===== src/rtl/avalon_mm_pkg.sv =====
// Shared definitions for the Avalon-MM register file: the FSM state encoding,
// the response codes and the default ID register value.
package avalon_mm_pkg;

  typedef enum logic [1:0] {
    IDLE = 2'd0,
    WAIT = 2'd1,
    ACK  = 2'd2
  } state_t;

  localparam logic [1:0]  OKAY   = 2'b00;
  localparam logic [1:0]  SLVERR = 2'b10;

  localparam logic [31:0] ID_VALUE_DEFAULT = 32'h0A5A_0001;

endpackage


===== src/rtl/avalon_mm_wait_ctr.sv =====
// Wait-state down-counter: load sets the count, clear zeroes it, and done is
// high while the count sits at zero.
module avalon_mm_wait_ctr (
  input  logic       clk,
  input  logic       reset,
  input  logic       load,
  input  logic [3:0] load_val,
  input  logic       clear,
  output logic       done
);

  logic [3:0] cnt;

  always_ff @(posedge clk) begin
    if (!reset) begin
      cnt <= 4'd0;
    end else if (clear) begin
      cnt <= 4'd0;
    end else if (load) begin
      cnt <= load_val;
    end else if (cnt != 4'd0) begin
      cnt <= cnt - 4'd1;
    end
  end

  assign done = (cnt == 4'd0);

endmodule


===== src/rtl/avalon_mm_regfile.sv =====
// Avalon-MM slave register file with programmable wait states and a read-only
// ID register at index 0. Defining AVALON_MM_REGFILE_RESP_EN adds response[1:0].
module avalon_mm_regfile
  import avalon_mm_pkg::*;
#(
  parameter int              DATA_W      = 32,
  parameter int              ADDR_W      = 32,
  parameter int              NUM_REGS    = 8,
  parameter int              WAIT_CYCLES = 0,
  parameter logic [DATA_W-1:0] ID_VALUE  = DATA_W'(ID_VALUE_DEFAULT)
) (
  input  logic                clk,
  input  logic                reset,
  input  logic [ADDR_W-1:0]   address,
  input  logic                chipselect,
  input  logic                read,
  input  logic                write,
  input  logic [DATA_W-1:0]   writedata,
  input  logic [DATA_W/8-1:0] byteenable,
  output logic [DATA_W-1:0]   readdata,
  output logic                waitrequest
`ifdef AVALON_MM_REGFILE_RESP_EN
  ,
  output logic [1:0]          response
`endif
);

  localparam int BE_W      = DATA_W / 8;
  localparam int ADDR_LSB  = $clog2(BE_W);
  localparam int IDX_W     = $clog2(NUM_REGS);
  localparam int WAIT_LOAD = (WAIT_CYCLES > 0) ? WAIT_CYCLES - 1 : 0;

  state_t              state, state_nxt;
  logic                req;
  logic                ctr_load, ctr_clear, ctr_done;
  logic [IDX_W-1:0]    live_idx, cur_idx, idx_q;
  logic                cur_wr, wr_q;
  logic [DATA_W-1:0]   wdata_q;
  logic [BE_W-1:0]     be_q;
  logic [DATA_W-1:0]   regs [1:NUM_REGS-1];
  logic                unused_addr;

  assign req         = chipselect & (read | write);
  assign live_idx    = address[ADDR_LSB +: IDX_W];
  assign unused_addr = ^address;
  assign waitrequest = req & (state != ACK);

  // When entering ACK straight from IDLE the sampled copies are not yet loaded.
  assign cur_idx = (state == IDLE) ? live_idx : idx_q;
  assign cur_wr  = (state == IDLE) ? write : wr_q;

  function automatic logic idx_valid(input logic [IDX_W-1:0] idx);
    idx_valid = 1'b0;
    for (int i = 0; i < NUM_REGS; i++) begin
      if (idx == IDX_W'(i)) idx_valid = 1'b1;
    end
  endfunction

  function automatic logic [DATA_W-1:0] rd_word(input logic [IDX_W-1:0] idx);
    rd_word = '0;
    if (idx == '0) rd_word = ID_VALUE;
    for (int i = 1; i < NUM_REGS; i++) begin
      if (idx == IDX_W'(i)) rd_word = regs[i];
    end
  endfunction

  avalon_mm_wait_ctr u_wait_ctr (
    .clk      (clk),
    .reset    (reset),
    .load     (ctr_load),
    .load_val (4'(WAIT_LOAD)),
    .clear    (ctr_clear),
    .done     (ctr_done)
  );

  always_ff @(posedge clk) begin
    if (!reset) state <= IDLE;
    else        state <= state_nxt;
  end

  always_comb begin
    state_nxt = state;
    ctr_load  = 1'b0;
    ctr_clear = 1'b0;
    case (state)
      IDLE: begin
        if (req) begin
          if (WAIT_CYCLES > 0) begin
            state_nxt = WAIT;
            ctr_load  = 1'b1;
          end else begin
            state_nxt = ACK;
          end
        end
      end
      WAIT: begin
        if (!req) begin
          state_nxt = IDLE;
          ctr_clear = 1'b1;
        end else if (ctr_done) begin
          state_nxt = ACK;
        end
      end
      ACK:     state_nxt = IDLE;
      default: state_nxt = IDLE;
    endcase
  end

  // Sample the command on leaving IDLE, load readdata on entering ACK and
  // commit writes on the edge that ends ACK.
  always_ff @(posedge clk) begin
    if (!reset) begin
      readdata <= '0;
      idx_q    <= '0;
      wdata_q  <= '0;
      be_q     <= '0;
      wr_q     <= 1'b0;
      for (int i = 1; i < NUM_REGS; i++) regs[i] <= '0;
    end else begin
      if (state == IDLE && state_nxt != IDLE) begin
        idx_q   <= live_idx;
        wdata_q <= writedata;
        be_q    <= byteenable;
        wr_q    <= write;
      end
      if (state_nxt == ACK && state != ACK && !cur_wr) begin
        readdata <= rd_word(cur_idx);
      end
      if (state == ACK && wr_q) begin
        for (int i = 1; i < NUM_REGS; i++) begin
          if (idx_q == IDX_W'(i)) begin
            for (int b = 0; b < BE_W; b++) begin
              if (be_q[b]) regs[i][8*b +: 8] <= wdata_q[8*b +: 8];
            end
          end
        end
      end
    end
  end

`ifdef AVALON_MM_REGFILE_RESP_EN
  assign response = (state == ACK && (!idx_valid(idx_q) || (wr_q && idx_q == '0)))
                    ? SLVERR : OKAY;
`endif

endmodule


===== config.mk =====
export PLATFORM = sky130hd
export DESIGN_NAME = avalon_mm_regfile
export DESIGN_NICKNAME = d
export VERILOG_FILES = /design/src/rtl/avalon_mm_pkg.sv /design/src/rtl/avalon_mm_wait_ctr.sv /design/src/rtl/avalon_mm_regfile.sv
export SDC_FILE = /design/constraint.sdc
export NUM_CORES = 1
export LEC_CHECK = 0
export ABC_CLOCK_PERIOD_IN_PS = 2600
export BUFFER_PORTS_ARGS = -buffer_cell sky130_fd_sc_hd__buf_2
export CAP_MARGIN = 5
export CELL_PAD_IN_SITES_DETAIL_PLACEMENT = 1
export CELL_PAD_IN_SITES_GLOBAL_PLACEMENT = 2
export CORE_MARGIN = 2
export CORE_UTILIZATION = 39
export CTS_CLUSTER_DIAMETER = 40
export CTS_CLUSTER_SIZE = 10
export DETAILED_ROUTE_END_ITERATION = 6
export PLACE_DENSITY = 0.8
export SLEW_MARGIN = 20
export SYNTH_ARGS = -nofsm -noshare
export SYNTH_HDL_FRONTEND = slang
export SYNTH_SLANG_ARGS = --single-unit

===== constraint.sdc =====
create_clock -name clk -period 2.6 [get_ports clk]
set_input_delay 0.52 -clock clk [delete_from_list [all_inputs] [get_ports clk]]
set_output_delay 0.52 -clock clk [all_outputs]
set_load 0.05 [all_outputs]

=== After elaboration in Yosys (flattened, before gate mapping) ===
Memories as Yosys holds them, arrays and structs flattened.
Index checks and enable logic that the tools add are counted.

* Register bits after elaboration: 78
* Bits in writable memories: 224
* Output and inout port bits: 33
* Word-level logic and storage cells: 231
* Memories kept: 1

{| class="wikitable"
|+ Memory list
! memory !! depth !! bits a word !! rd ports !! clocked after Yosys merged registers in !! wr ports !! line !! source
|-
| regs || 7 || 32 || 7 || 0 || 7 || avalon_mm_regfile.sv:40 || <nowiki>logic [DATA_W-1:0] regs [1:NUM_REGS-1];</nowiki>
|}

* $add $sub $neg: 1
* Eq/ne operators: 18
* Mux-type cells: 161
* Bitwise operators: 32
* Reduce and logical (&&, ||, !) cells: 11

{| class="wikitable"
|+ Operators with widths
! cell !! count
|-
| $mux W32 || 7
|-
| $mux W8 || 28
|-
| $mux W1 || 120
|-
| $or A1 B1 Y1 || 29
|-
| $mux W28 || 1
|-
| $eq A3 B3 Y1 const B || 8
|-
| $eq A3 B2 Y1 const B || 4
|-
| $eq A3 B1 Y1 const B || 2
|-
| $mux W2 || 3
|-
| $eq A2 B2 Y1 const B || 2
|-
| $logic_and A1 B1 Y1 || 4
|-
| $logic_not A4 Y1 || 1
|-
| $pmux W2 S2 || 1
|-
| $reduce_bool A4 Y1 || 1
|-
| $sub A4 B1 Y4 const B || 1
|-
| $logic_not A3 Y1 || 1
|-
| $mux W3 || 1
|-
| $and A1 B1 Y1 || 2
|-
| $eq A2 B1 Y1 const B || 1
|-
| $logic_not A2 Y1 || 1
|-
| $ne A2 B2 Y1 const B || 1
|-
| $reduce_bool A2 Y1 || 1
|-
| $reduce_or A2 Y1 || 1
|-
| $logic_not A1 Y1 || 1
|-
| $not A1 Y1 || 1
|}

=== Longest topological paths before layout ===
Gate-level depths: netlist of run 1.

* Depth in word-level cells: 11
* Gate-level depth with buffers: 9
* Gate-level depth less buffers: 7

=== Cells and area by module ===
Synthesis of run 1 repeated with hierarchy kept, for this count alone.

* Cell total of the unflattened synthesis: 1155
* Area total of the unflattened synthesis: 13565.5 µm²

{| class="wikitable"
|+ Modules (own cells, without submodules)
! module !! instances !! cells an instance !! area each (µm²) !! sequential area each (µm²)
|-
| avalon_mm_regfile || 1 || 1126 || 13305.3 || 8207.9
|-
| avalon_mm_wait_ctr || 1 || 29 || 260.2 || 80.1
|}

=== Worst setup path before layout of run 1 ===
No wires, ideal clock.

* Path type: input to register
* Start point: input address[3]
* End point: register readdata[5]
* Library setup time: 117 ps
* Arrival time: 1869 ps
* Data required time: 2483 ps
* Setup slack: 613 ps
* Stages: 7
* Path buffers: 2
* Cell sequence: or4b_4 -> o21a_1 -> buf_6 -> buf_12 -> o22ai_2 -> a22oi_1 -> a32o_1

* Word-level cells in the longest chain between the ends: 9

{| class="wikitable"
|+ Ends and longest elaborated chain
! what !! line !! source
|-
| start, declared || avalon_mm_regfile.sv:14 || <nowiki>input logic [ADDR_W-1:0] address,</nowiki>
|-
| $mux W3 (*) || avalon_mm_regfile.sv:49 || <nowiki>assign cur_idx = (state == IDLE) ? live_idx : idx_q;</nowiki>
|-
| $eq A3 B1 Y1 || avalon_mm_regfile.sv:63 || <nowiki>if (idx == IDX_W'(i)) rd_word = regs[i];</nowiki>
|-
| $mux W32 (6 in a row) || avalon_mm_regfile.sv:63 ||
|-
| $mux W32 (*) || avalon_mm_regfile.sv:63 ||
|-
| end signal, assigned || avalon_mm_regfile.sv:127 || <nowiki>readdata <= rd_word(cur_idx);</nowiki>
|-
| end, declared || avalon_mm_regfile.sv:20 || <nowiki>output logic [DATA_W-1:0] readdata,</nowiki>
|}

Mark *: on every way between the ends. The rest lies on a longest branch, timed or not.
A chain may end at the register's enable or synchronous reset.

=== Final worst setup path of run 1 ===
* Start point: register state[0]
* End point: register readdata[30]

* Word-level cells in the longest chain between the ends: 10

{| class="wikitable"
|+ Ends and longest elaborated chain
! what !! line !! source
|-
| start, declared || avalon_mm_regfile.sv:33 || <nowiki>state_t state, state_nxt;</nowiki>
|-
| start signal, assigned || avalon_mm_regfile.sv:78 || <nowiki>else state <= state_nxt;</nowiki>
|-
| $logic_not A2 Y1 || avalon_mm_regfile.sv:49, avalon_mm_regfile.sv:50, avalon_mm_regfile.sv:85 ||
|-
| $mux W3 || avalon_mm_regfile.sv:49 ||
|-
| $eq A3 B1 Y1 || avalon_mm_regfile.sv:63 ||
|-
| $mux W32 (7 in a row) || avalon_mm_regfile.sv:63 ||
|}

Parallel ways exist; a longest one is shown, timed or not.

==> run summary, run 1 <==
Core ar.: 34500 sq um
Vias in the first global route: 10100
CTS tree: yes
Sequential area share after synthesis: 0.609
First-pass GRT wire length: 59600 um
P_int: 0.00979 W
Instance count of the mapped netlist: 1151
Multi-input gate area: 5020 sq um
Kind of critical path: reg2reg
Layout cells sized above 1: 0.195
Synth Area in Adders: 0.000920
Drt first pass iters: 5
Yosys cell types: 55
Worst setup EP type: flip-flop
Die Wd: 191 um
Via Count: 9546
Post-placement cell count: 1696
Post-CTS Setup Inserts: 0
Die ar.: 36400 sq um
Initial Util: 0.395
Post-route clock period utilization: 0.905
FILL cells: 3651
Hpwl dp: 26000 um
Clk_skew: 0.0128 ns
Clk sinks: 302
Post-synthesis mux area share: 0.0465
Max_cap viols: 0
Worst hold slack: 0.210 ns
Slew Viols, Final: 0
Yosys warning count: 0
Sw Ratio: 0.244
Final setup violation count: 0
Compound-gate portion of the synthesized area: 0.140
Drt drc: 0
Worst VDD drop: 470 uV
Non-filler cells, final: 1789
Critical-path cell list: or2_0 > nand2_1 > o21ai_2 > a21boi_2 > buf_4 > a32o_1
Clock transition at the registers of the reported paths: 0.05 ns
Sw power: 0.00316 W
Ys flop type: edfxtp_1
Die H: 191 um
Layout area overhead: 21.8%
Cell row count: 68
Avg Cell Area, Syn: 11.8 sq um
Total track usage: 0.219
GRT Residual Overflow: 0
Worst Hold Class: in2reg
Count of final hold-check violations: 0
Leading cell type in the layout, fill and taps excluded: and2_1
Worst-skew pair later-pin latency: 0.56 ns
FFs w/ async S/R, synth: 0
Wirelength per Cell: 21.8 um
Largest net degree at the start of global routing: 70
Post-synth EDFFs: 224
Final WL: 38900 um
Post-layout util: 0.481
Net count after synthesis: 1225
Final antenna-violating net count: 0
CP required: 3.04 ns
Startpoint type of the worst setup path: flip-flop
Comb power frac: 0.085
Initial drt markers: 563
Clk pwr share: 0.490
Slew HR: 0.505
Nets: 1366
Worst-case clock buffer depth: 3
Gpl congestion: 0.794
Synth Area in XOR/XNOR: 0.000644
Dominant combinational cell family by area after synthesis: simple AND/OR/NAND/NOR gates
Simple-Gate Fraction of Synth Area: 0.178
Overall Power: 0.0129 W
Setup slack, reg-to-reg: 0.25 ns
Critical path data arrival time: 2.79 ns
Setup Total Neg Slack: 0 ns
Sequential Power Share: 0.425
IO Count: 106
CP max stage delay: 0.62 ns
CP max FO: 18
Leakage power figure: 6.29 nW
Reg area: 8290 sq um
Unrepaired setup endpoints after global routing: false
H-tree depth: 2
Pwr per Cell Area: 782 nW/um^2
Post-synthesis cell area: 13600 sq um
CP max-delay cell: dfxtp_1
Tmin final: 2.35 ns
Worst-Margin Slew: 0.742 ns
Seq cells post-synth: 302
Fmax achieved: 0.425 GHz
Status: finished clean
Port Buf Inserts: 76
TritonCTS Buffers: 49
Root Driver: clkbuf_16
Initial antenna violation count: 1
Vias per inst: 5.34
Commonest cells after routing, fill and taps aside: 228 x and2_1, 224 x edfxtp_1, 153 x nand2_1
cell usage after synthesis, types with 4 or more instances:
| library cell | number | area, sq um |
|---|---|---|
| nand3b_1 | 9 | 67.6 |
| o22ai_2 | 11 | 138 |
| a21boi_0 | 40 | 300 |
| dfxtp_1 | 78 | 1560 |
| a32oi_1 | 7 | 61.3 |
| o22ai_1 | 10 | 62.6 |
| a22oi_1 | 18 | 135 |
| o31ai_1 | 25 | 188 |
| nand2_1 | 154 | 578 |
| mux2i_1 | 62 | 621 |
| nor2_1 | 39 | 146 |
| o21ai_0 | 65 | 325 |
| buf_6 | 5 | 56.3 |
| o211ai_1 | 19 | 143 |
| a32o_1 | 22 | 220 |
| o21ai_1 | 10 | 50.1 |
| clkbuf_1 | 31 | 116 |
| a21oi_1 | 7 | 35.0 |
| nand2b_1 | 6 | 37.5 |
| buf_2 | 16 | 80.1 |
| inv_1 | 5 | 18.8 |
| o221a_2 | 8 | 90.1 |
| a2bb2oi_1 | 4 | 35.0 |
| edfxtp_1 | 224 | 6730 |
| and2_1 | 229 | 1430 |
layer usage:
| metal | vias up | wire length [um] | track usage |
|---|---|---|---|
| li1 | 4499 | - | - |
| met1 | 4775 | 16600 | 0.271 |
| met2 | 204 | 19700 | 0.385 |
| met3 | 68 | 1650 | 0.0318 |
| met4 | 0 | 1010 | 0.0832 |
| met5 | - | 0 | 0 |
per-stage QoR:
step / area, sq um / worst slack [ns]
after floorplan: 13600 / 0.613
after global placement: 14900 / 0.245
after CTS: 16600 / 0.150
after detailed placement: 14900 / 0.172
final: 16600 / 0.246
after global routing: 16600 / 0.0813
worst max-delay path, delay by kind of cell (launching register included):
kind,cells,cell delay (ns)
buffers and inverters,1,0.27
AND/OR/NAND/NOR,2,0.67
flip-flops,1,0.62
AO/OA/AOI/OAI,3,0.67
repair_timing:
action                                  in CTS  in global routing
endpoints found under the setup margin       0                  1
hold buffers                                 0                  0
resized for setup                            0                  1
final cells by class:
cell class	count	area share
antenna	1	0.000151
clock buffer	65	0.0832
clock inverter	27	0.0148
inverter	5	0.00113
multi-input combinational	785	0.303
sequential	302	0.500
tap	455	0.0344
timing repair buffer	149	0.0628
cells by family (layout without fill, tap and decap cells):
logic type / count (synthesis) / after routing
DFF: 302 / 302
adders and majority gates: 1 / 1
other: 0 / 1
muxes: 63 / 63
and+or+nand+nor: 459 / 459
buffers and inverters: 64 / 246
xor gates and xnor gates: 1 / 1
AOI/OAI and AO/OA: 261 / 261
sequential cells by signal, indices dropped and copies added, names as in the netlist:
| register | flops |
|---|---|
| regs | 224 |
| idx_q | 3 |
| be_q | 4 |
| readdata | 32 |
| state | 2 |
| wdata_q | 32 |
| wr_q | 1 |
| u_wait_ctr.cnt | 4 |
power by group through the flow:
stage / Clock, W / Combinational, W / Sequential [W]
floorplan: 0 / 0.000639 / 0.00560
global placement: 0 / 0.00108 / 0.00558
detailed placement: 0 / 0.00110 / 0.00560
CTS: 0.00647 / 0.00111 / 0.00550
global route: 0.00667 / 0.00120 / 0.00552
finish: 0.00635 / 0.00110 / 0.00550
final timing paths:
check | from | to | cells past startpoint
setup / recovery | state[0] | readdata[30] | 6
hold / removal | writedata[16] | wdata_q[16] | 3
setup reg to reg | state[0] | readdata[30] | 6
hold reg to reg | readdata[29] | readdata[29] | 2
Power figures use the tool's default switching activity.
==> run 2, diff against run 1 <==
--- a/config.mk
+++ b/config.mk
@@ -10,12 +10,11 @@
 export CAP_MARGIN = 5
 export CELL_PAD_IN_SITES_DETAIL_PLACEMENT = 1
 export CELL_PAD_IN_SITES_GLOBAL_PLACEMENT = 2
-export CORE_MARGIN = 2
 export CORE_UTILIZATION = 39
 export CTS_CLUSTER_DIAMETER = 40
 export CTS_CLUSTER_SIZE = 10
 export DETAILED_ROUTE_END_ITERATION = 6
-export PLACE_DENSITY = 0.8
+export PLACE_DENSITY_LB_ADDON = 0.1
 export SLEW_MARGIN = 20
 export SYNTH_ARGS = -nofsm -noshare
 export SYNTH_HDL_FRONTEND = slang
==> run 2 against run 1 <==
  * Combinational power about the same
  * Final cell count grew 0.56%
  * Flip-flop and latch count stayed put
  * Critical path type unchanged
  * Hold slack gained 0.0025 ns
  * Critical endpoint is now readdata[27]
  * First-iteration DRC count decreased by 28%
  * Setup slack gained 0.044 ns
==> run summary, run 2 (synthesis gave the netlist of run 1 again) <==
Gpl congestion: 0.790
Worst setup EP type: flip-flop
Commonest cells after routing, fill and taps aside: 228 x and2_1, 224 x edfxtp_1, 152 x nand2_1
Initial antenna violation count: 0
Number of hold buffers added after CTS: 0
Reg2Reg Depth: 6
Worst Hold Class: in2reg
Worst-skew pair later-pin latency: 0.56 ns
Post-CTS Setup Inserts: 0
CTS tree: yes
IO Count: 106
Die Wd: 189 um
Met1 usage: 0.279
Worst hold slack: 0.213 ns
CP max stage delay: 0.73 ns
Status: finished clean
Critical path's top delay family: simple AND/OR/NAND/NOR gates
Clk sinks: 302
Fmax achieved: 0.433 GHz
Critical path data arrival time: 2.79 ns
Via Count: 9435
Vias in the first global route: 9964
Tmin final: 2.31 ns
Clock transition at the registers of the reported paths: 0.05 ns
H-tree depth: 2
Max_cap viols: 0
Die ar.: 35600 sq um
Largest register by flop count: regs
FILL cells: 3613
TritonCTS Buffers: 50
Layout cells sized above 1: 0.204
Reg area: 8290 sq um
Slew Viols, Final: 0
Crit path depth: 6
Pwr per Cell Area: 832 nW/um^2
Number of cells on the worst hold path: 3
Post-placement cell count: 1705
Worst VDD drop: 478 uV
Count of final hold-check violations: 0
GRT Residual Overflow: 0
Die H: 189 um
PnR worst setup slack: 0.290 ns
Placed cell areas: 15000 sq um
Final setup violation count: 0
Wirelength per Cell: 21.5 um
First-pass GRT wire length: 59200 um
CP required: 3.08 ns
Startpoint type of the worst setup path: flip-flop
GR met2 Demand/Resource: 0.395
Worst-Margin Slew: 0.827 ns
Slew HR: 0.444
Initial Util: 0.395
Cell row count: 68
Multi-input gate area: 5020 sq um
Initial drt markers: 404
Largest net degree at the start of global routing: 61
Most used routing layer: met2
Leakage power figure: 6.46 nW
Core ar.: 34500 sq um
Layout area overhead: 24.3%
Drt first pass iters: 5
Met3 Usage GRT: 0.0324
Non-filler cells, final: 1799
Total track usage: 0.223
Post-CTS Resized: 0
Setup Total Neg Slack: 0 ns
Vias per inst: 5.24
Final antenna-violating net count: 0
Drt drc: 0
Flip-flop count of the largest register after layout: 224
CP max FO: 5
Critical-path cell list: inv_1 > ha_1 > nor4b_2 > o21ai_0 > nor3_1 > a32o_1
CP max-delay cell: nor3_1
Post-route clock period utilization: 0.888
Post-Place Worst Slack: 0.204 ns
Final Cell Area: 16900 sq um
Worst-case clock buffer depth: 3
Clk_skew: 0.0162 ns
Nets: 1376
Unrepaired setup endpoints after global routing: false
Kind of critical path: reg2reg
CP Buf/Inv Count: 1
Final WL: 38700 um
Hpwl dp: 26200 um
Root Driver: clkbuf_16
Largest regs: regs x224, readdata x32, wdata_q x32
Port Buf Inserts: 76
Leading cell type in the layout, fill and taps excluded: and2_1
-- run 2: changes by cell type in the layout (fill, tap and decap cells not counted), sizes merged --
cell,change
clkinv,-6
buf,+9
clkinvlp,-2
bufinv,+12
clkbuf,-3
-- run 2: per-layer routing --
metal / vias to the layer above / routed length [um]
met1: 4680 / 17100
met2: 172 / 19500
met5: - / 0
met3: 61 / 1290
met4: 0 / 856
li1: 4522 / -
-- run 2: worst reg2reg max path: stages (launching register included) --
cell and delay [ns]:
dfxtp_1 0.32, inv_1 0.06, ha_1 0.22, nor4b_2 0.41
o21ai_0 0.23, nor3_1 0.73, a32o_1 0.28
-- run 2: final timing paths --
path	from	endpoint	slack [ns]
setup / recovery	u_wait_ctr.cnt[0]	readdata[27]	0.29
hold / removal	writedata[15]	wdata_q[15]	0.21
setup reg to reg	u_wait_ctr.cnt[0]	readdata[27]	0.29
hold reg to reg	readdata[21]	readdata[21]	0.44
-- run 2: metrics by stage --
| step | total power, W | util |
|---|---|---|
| after floorplan | 0.00624 | - |
| final | 0.0141 | 0.490 |
| after global placement | 0.00668 | 0.435 |
| after CTS | 0.0142 | 0.490 |
| after global routing | 0.0145 | 0.490 |
| after detailed placement | 0.00672 | 0.435 |
-- run 2: layout make-up --
cell class | instances | area share
antenna | 1 | 0.000148
sequential | 302 | 0.490
clock inverter | 31 | 0.0329
clock buffer | 62 | 0.0797
inverter | 5 | 0.00111
multi-input combinational | 785 | 0.297
timing repair buffer | 158 | 0.0649
tap | 455 | 0.0337
-- run 2: where the power goes --
group	switching, W	internal (W)
Combinational	0.000708	0.000406
Sequential	0.000143	0.00536
Clock	0.00229	0.00516
Total	0.00314	0.0109
==> run 3, diff against run 2 <==
--- a/config.mk
+++ b/config.mk
@@ -5,12 +5,13 @@
 export SDC_FILE = /design/constraint.sdc
 export NUM_CORES = 1
 export LEC_CHECK = 0
+export ABC_AREA = 1
 export ABC_CLOCK_PERIOD_IN_PS = 2600
 export BUFFER_PORTS_ARGS = -buffer_cell sky130_fd_sc_hd__buf_2
 export CAP_MARGIN = 5
 export CELL_PAD_IN_SITES_DETAIL_PLACEMENT = 1
 export CELL_PAD_IN_SITES_GLOBAL_PLACEMENT = 2
-export CORE_UTILIZATION = 39
+export CORE_UTILIZATION = 38
 export CTS_CLUSTER_DIAMETER = 40
 export CTS_CLUSTER_SIZE = 10
 export DETAILED_ROUTE_END_ITERATION = 6
@@ -18,4 +19,5 @@
 export SLEW_MARGIN = 20
 export SYNTH_ARGS = -nofsm -noshare
 export SYNTH_HDL_FRONTEND = slang
+export SYNTH_HIERARCHICAL = 1
 export SYNTH_SLANG_ARGS = --single-unit
==> run 3 against run 2 <==
  * Via count up 7.5%
  * Routed wire length up 0.63%
  * Die area down 1.3%
  * Setup slack better by 0.041 ns
  * Critical path type unchanged
  * Synthesized area down 3.9%
  * Hold slack better by 0.041 ns
==> run summary, run 3 <==
Post-synth EDFFs: 224
Sequential area share after synthesis: 0.634
IO Count: 106
Initial Util: 0.388
Sw power: 0.00328 W
First-pass GRT wire length: 60100 um
CTS tree: yes
Kind of critical path: reg2reg
Layout cells sized above 1: 0.159
Placed cell areas: 14400 sq um
Most frequent cells after synthesis: 290 x nor2_1, 224 x edfxtp_1, 206 x nand2_1
Area share of the largest cell type after synthesis: 0.514
Post-synthesis cell area: 13100 sq um
Largest net degree at the start of global routing: 98
Setup slack, reg-to-reg: 0.33 ns
Worst Hold Class: in2reg
Ant diodes: 0
Count of final hold-check violations: 0
Die Wd: 187 um
Most area-consuming cells after synthesis: edfxtp_1 51%, dfxtp_1 12%, nor2_1 8.3%
Drt drc: 0
Commonest cells after routing, fill and taps aside: 290 x nor2_1, 224 x edfxtp_1, 206 x nand2_1
Comb power frac: 0.088
WHS Endpoint: wdata_q[19]
P_int: 0.0101 W
Setup Total Neg Slack: 0 ns
Avg Cell Area, Syn: 9.52 sq um
Via Count: 10100
Instance count of the mapped netlist: 1374
Yosys cell types: 33
Clk_skew: 0.0188 ns
Sequential Power Share: 0.406
Post-synth top area cell: edfxtp_1
Clk pwr share: 0.505
FFs w/ async S/R, synth: 0
Critical-path cell list: nor2_2 > nand2_1 > nand2_2 > nand2_2 > nor2_4 > buf_4 > nand2_1 > nand4_1 > nand2_1 > a21oi_1
Wirelength per Cell: 19.4 um
Ys flop type: edfxtp_1
Hpwl dp: 26200 um
Leakage power figure: 6.29 nW
Root Driver: clkbuf_16
Worst setup EP type: flip-flop
Final setup violation count: 0
Critical path's top delay family: simple AND/OR/NAND/NOR gates
H-tree depth: 2
Leading cell type in the layout, fill and taps excluded: nor2_1
CP max-delay cell: dfxtp_1
Largest regs: regs x224, readdata x32, wdata_q x32
CP required: 3.07 ns
Pwr per Cell Area: 830 nW/um^2
Worst R2R Start: state[1]
Tmin final: 2.27 ns
Die ar.: 35200 sq um
CP most frequent cell: nand2_1
Seq cells post-synth: 302
Final antenna-violating net count: 0
CP max FO: 10
Vias per inst: 5.04
Startpoint of the worst hold path: writedata[19]
Slew HR: 0.658
Reg2Reg Depth: 10
Cell row count: 67
Initial antenna violation count: 0
Flip-flop count of the largest register after layout: 224
GRT Residual Overflow: 0
Gpl congestion: 0.767
Worst-case clock buffer depth: 3
Status: finished clean
Fmax achieved: 0.441 GHz
Worst-Margin Slew: 0.511 ns
Core ar.: 33700 sq um
Post-CTS Setup Inserts: 0
FF-to-FF End: readdata[5]
Clock transition at the registers of the reported paths: 0.05 ns
Post-Place Worst Slack: 0.308 ns
Final Cell Area: 16100 sq um
Unrepaired setup endpoints after global routing: false
CP max stage delay: 0.37 ns
Critical path data arrival time: 2.74 ns
Initial drt markers: 475
CP Buf/Inv Count: 1
PnR worst setup slack: 0.331 ns
Yosys warning count: 6
Startpoint type of the worst setup path: flip-flop
Layout area overhead: 23.2%
Largest register by flop count: regs
Post-CTS Resized: 0
Total track usage: 0.225
Slew Viols, Final: 0
Max_cap viols: 0
Number of cells on the worst hold path: 3
Worst hold slack: 0.254 ns
Drt first pass iters: 4
Top-count cell post-synth: nor2_1
Worst-skew pair later-pin latency: 0.55 ns
Final WL: 39000 um
Sw Ratio: 0.245
Nets: 1594
TritonCTS Buffers: 50
Clk sinks: 302
Vias in the first global route: 10600
Post-route clock period utilization: 0.873
Number of hold buffers added after CTS: 0
Die H: 187 um
Worst VDD drop: 540 uV
Port Buf Inserts: 76
run 3: worst min-delay path, delay by kind of cell:
| family | cells | cell delay, ns |
|---|---|---|
| compound gates | 2 | 0.17 |
| buf+inv | 1 | 0.07 |
run 3: metal layers:
metal | vias to the layer above | track usage | wire length [um]
li1 | 4927 | - | -
met1 | 4959 | 0.286 | 17300
met2 | 195 | 0.394 | 19200
met3 | 59 | 0.0343 | 1530
met4 | 0 | 0.0713 | 976
met5 | - | 0 | 0
run 3: area by class of cell:
type                    count  area (sq um)
clock inverters            28           298
multi-input cells         865          3960
flip-flops and latches    302          8290
inverters                 154           578
clock buffers              66          1450
well taps                 448           561
repair buffers            147           976
fillers                  3788         17600
run 3: cells by family (layout without fill, tap and decap cells):
group	after synthesis	count (layout)	share of synthesized area
AND/OR/NAND/NOR	635	635	0.205
flip-flops	302	302	0.634
AO/OA/AOI/OAI	219	219	0.0920
buffers and inverters	216	395	0.0678
adder cells (fa/ha/maj)	1	1	0.000957
other	1	10	0.000287
run 3: power by group through the flow:
stage	Combinational, W	Clock (W)	Sequential, W
final	0.00118	0.00675	0.00543
after global routing	0.00130	0.00706	0.00545
after CTS	0.00120	0.00687	0.00543
after detailed placement	0.00120	0	0.00552
after global placement	0.00118	0	0.00551
after floorplan	0.000641	0	0.00559
run 3: how the worst max path moves through the flow:
stage	cells past startpoint	slack, ns	endpoint	start
floorplan	6	0.42	regs[0][0]	state[1]
global placement	10	0.36	readdata[21]	state[1]
detailed placement	11	0.31	readdata[0]	address[3]
CTS	10	0.29	readdata[0]	state[1]
global route	10	0.17	readdata[2]	state[1]
finish	10	0.33	readdata[5]	state[1]
run 3: stage by stage:
step,instances,util,power [W]
5_1_grt,2010,0.478,0.0138
2_1_floorplan,1383,-,0.00623
3_5_place_dp,1916,0.426,0.00672
4_1_cts,2010,0.478,0.0135
6_report,2010,0.478,0.0134
3_3_place_gp,1916,0.426,0.00669
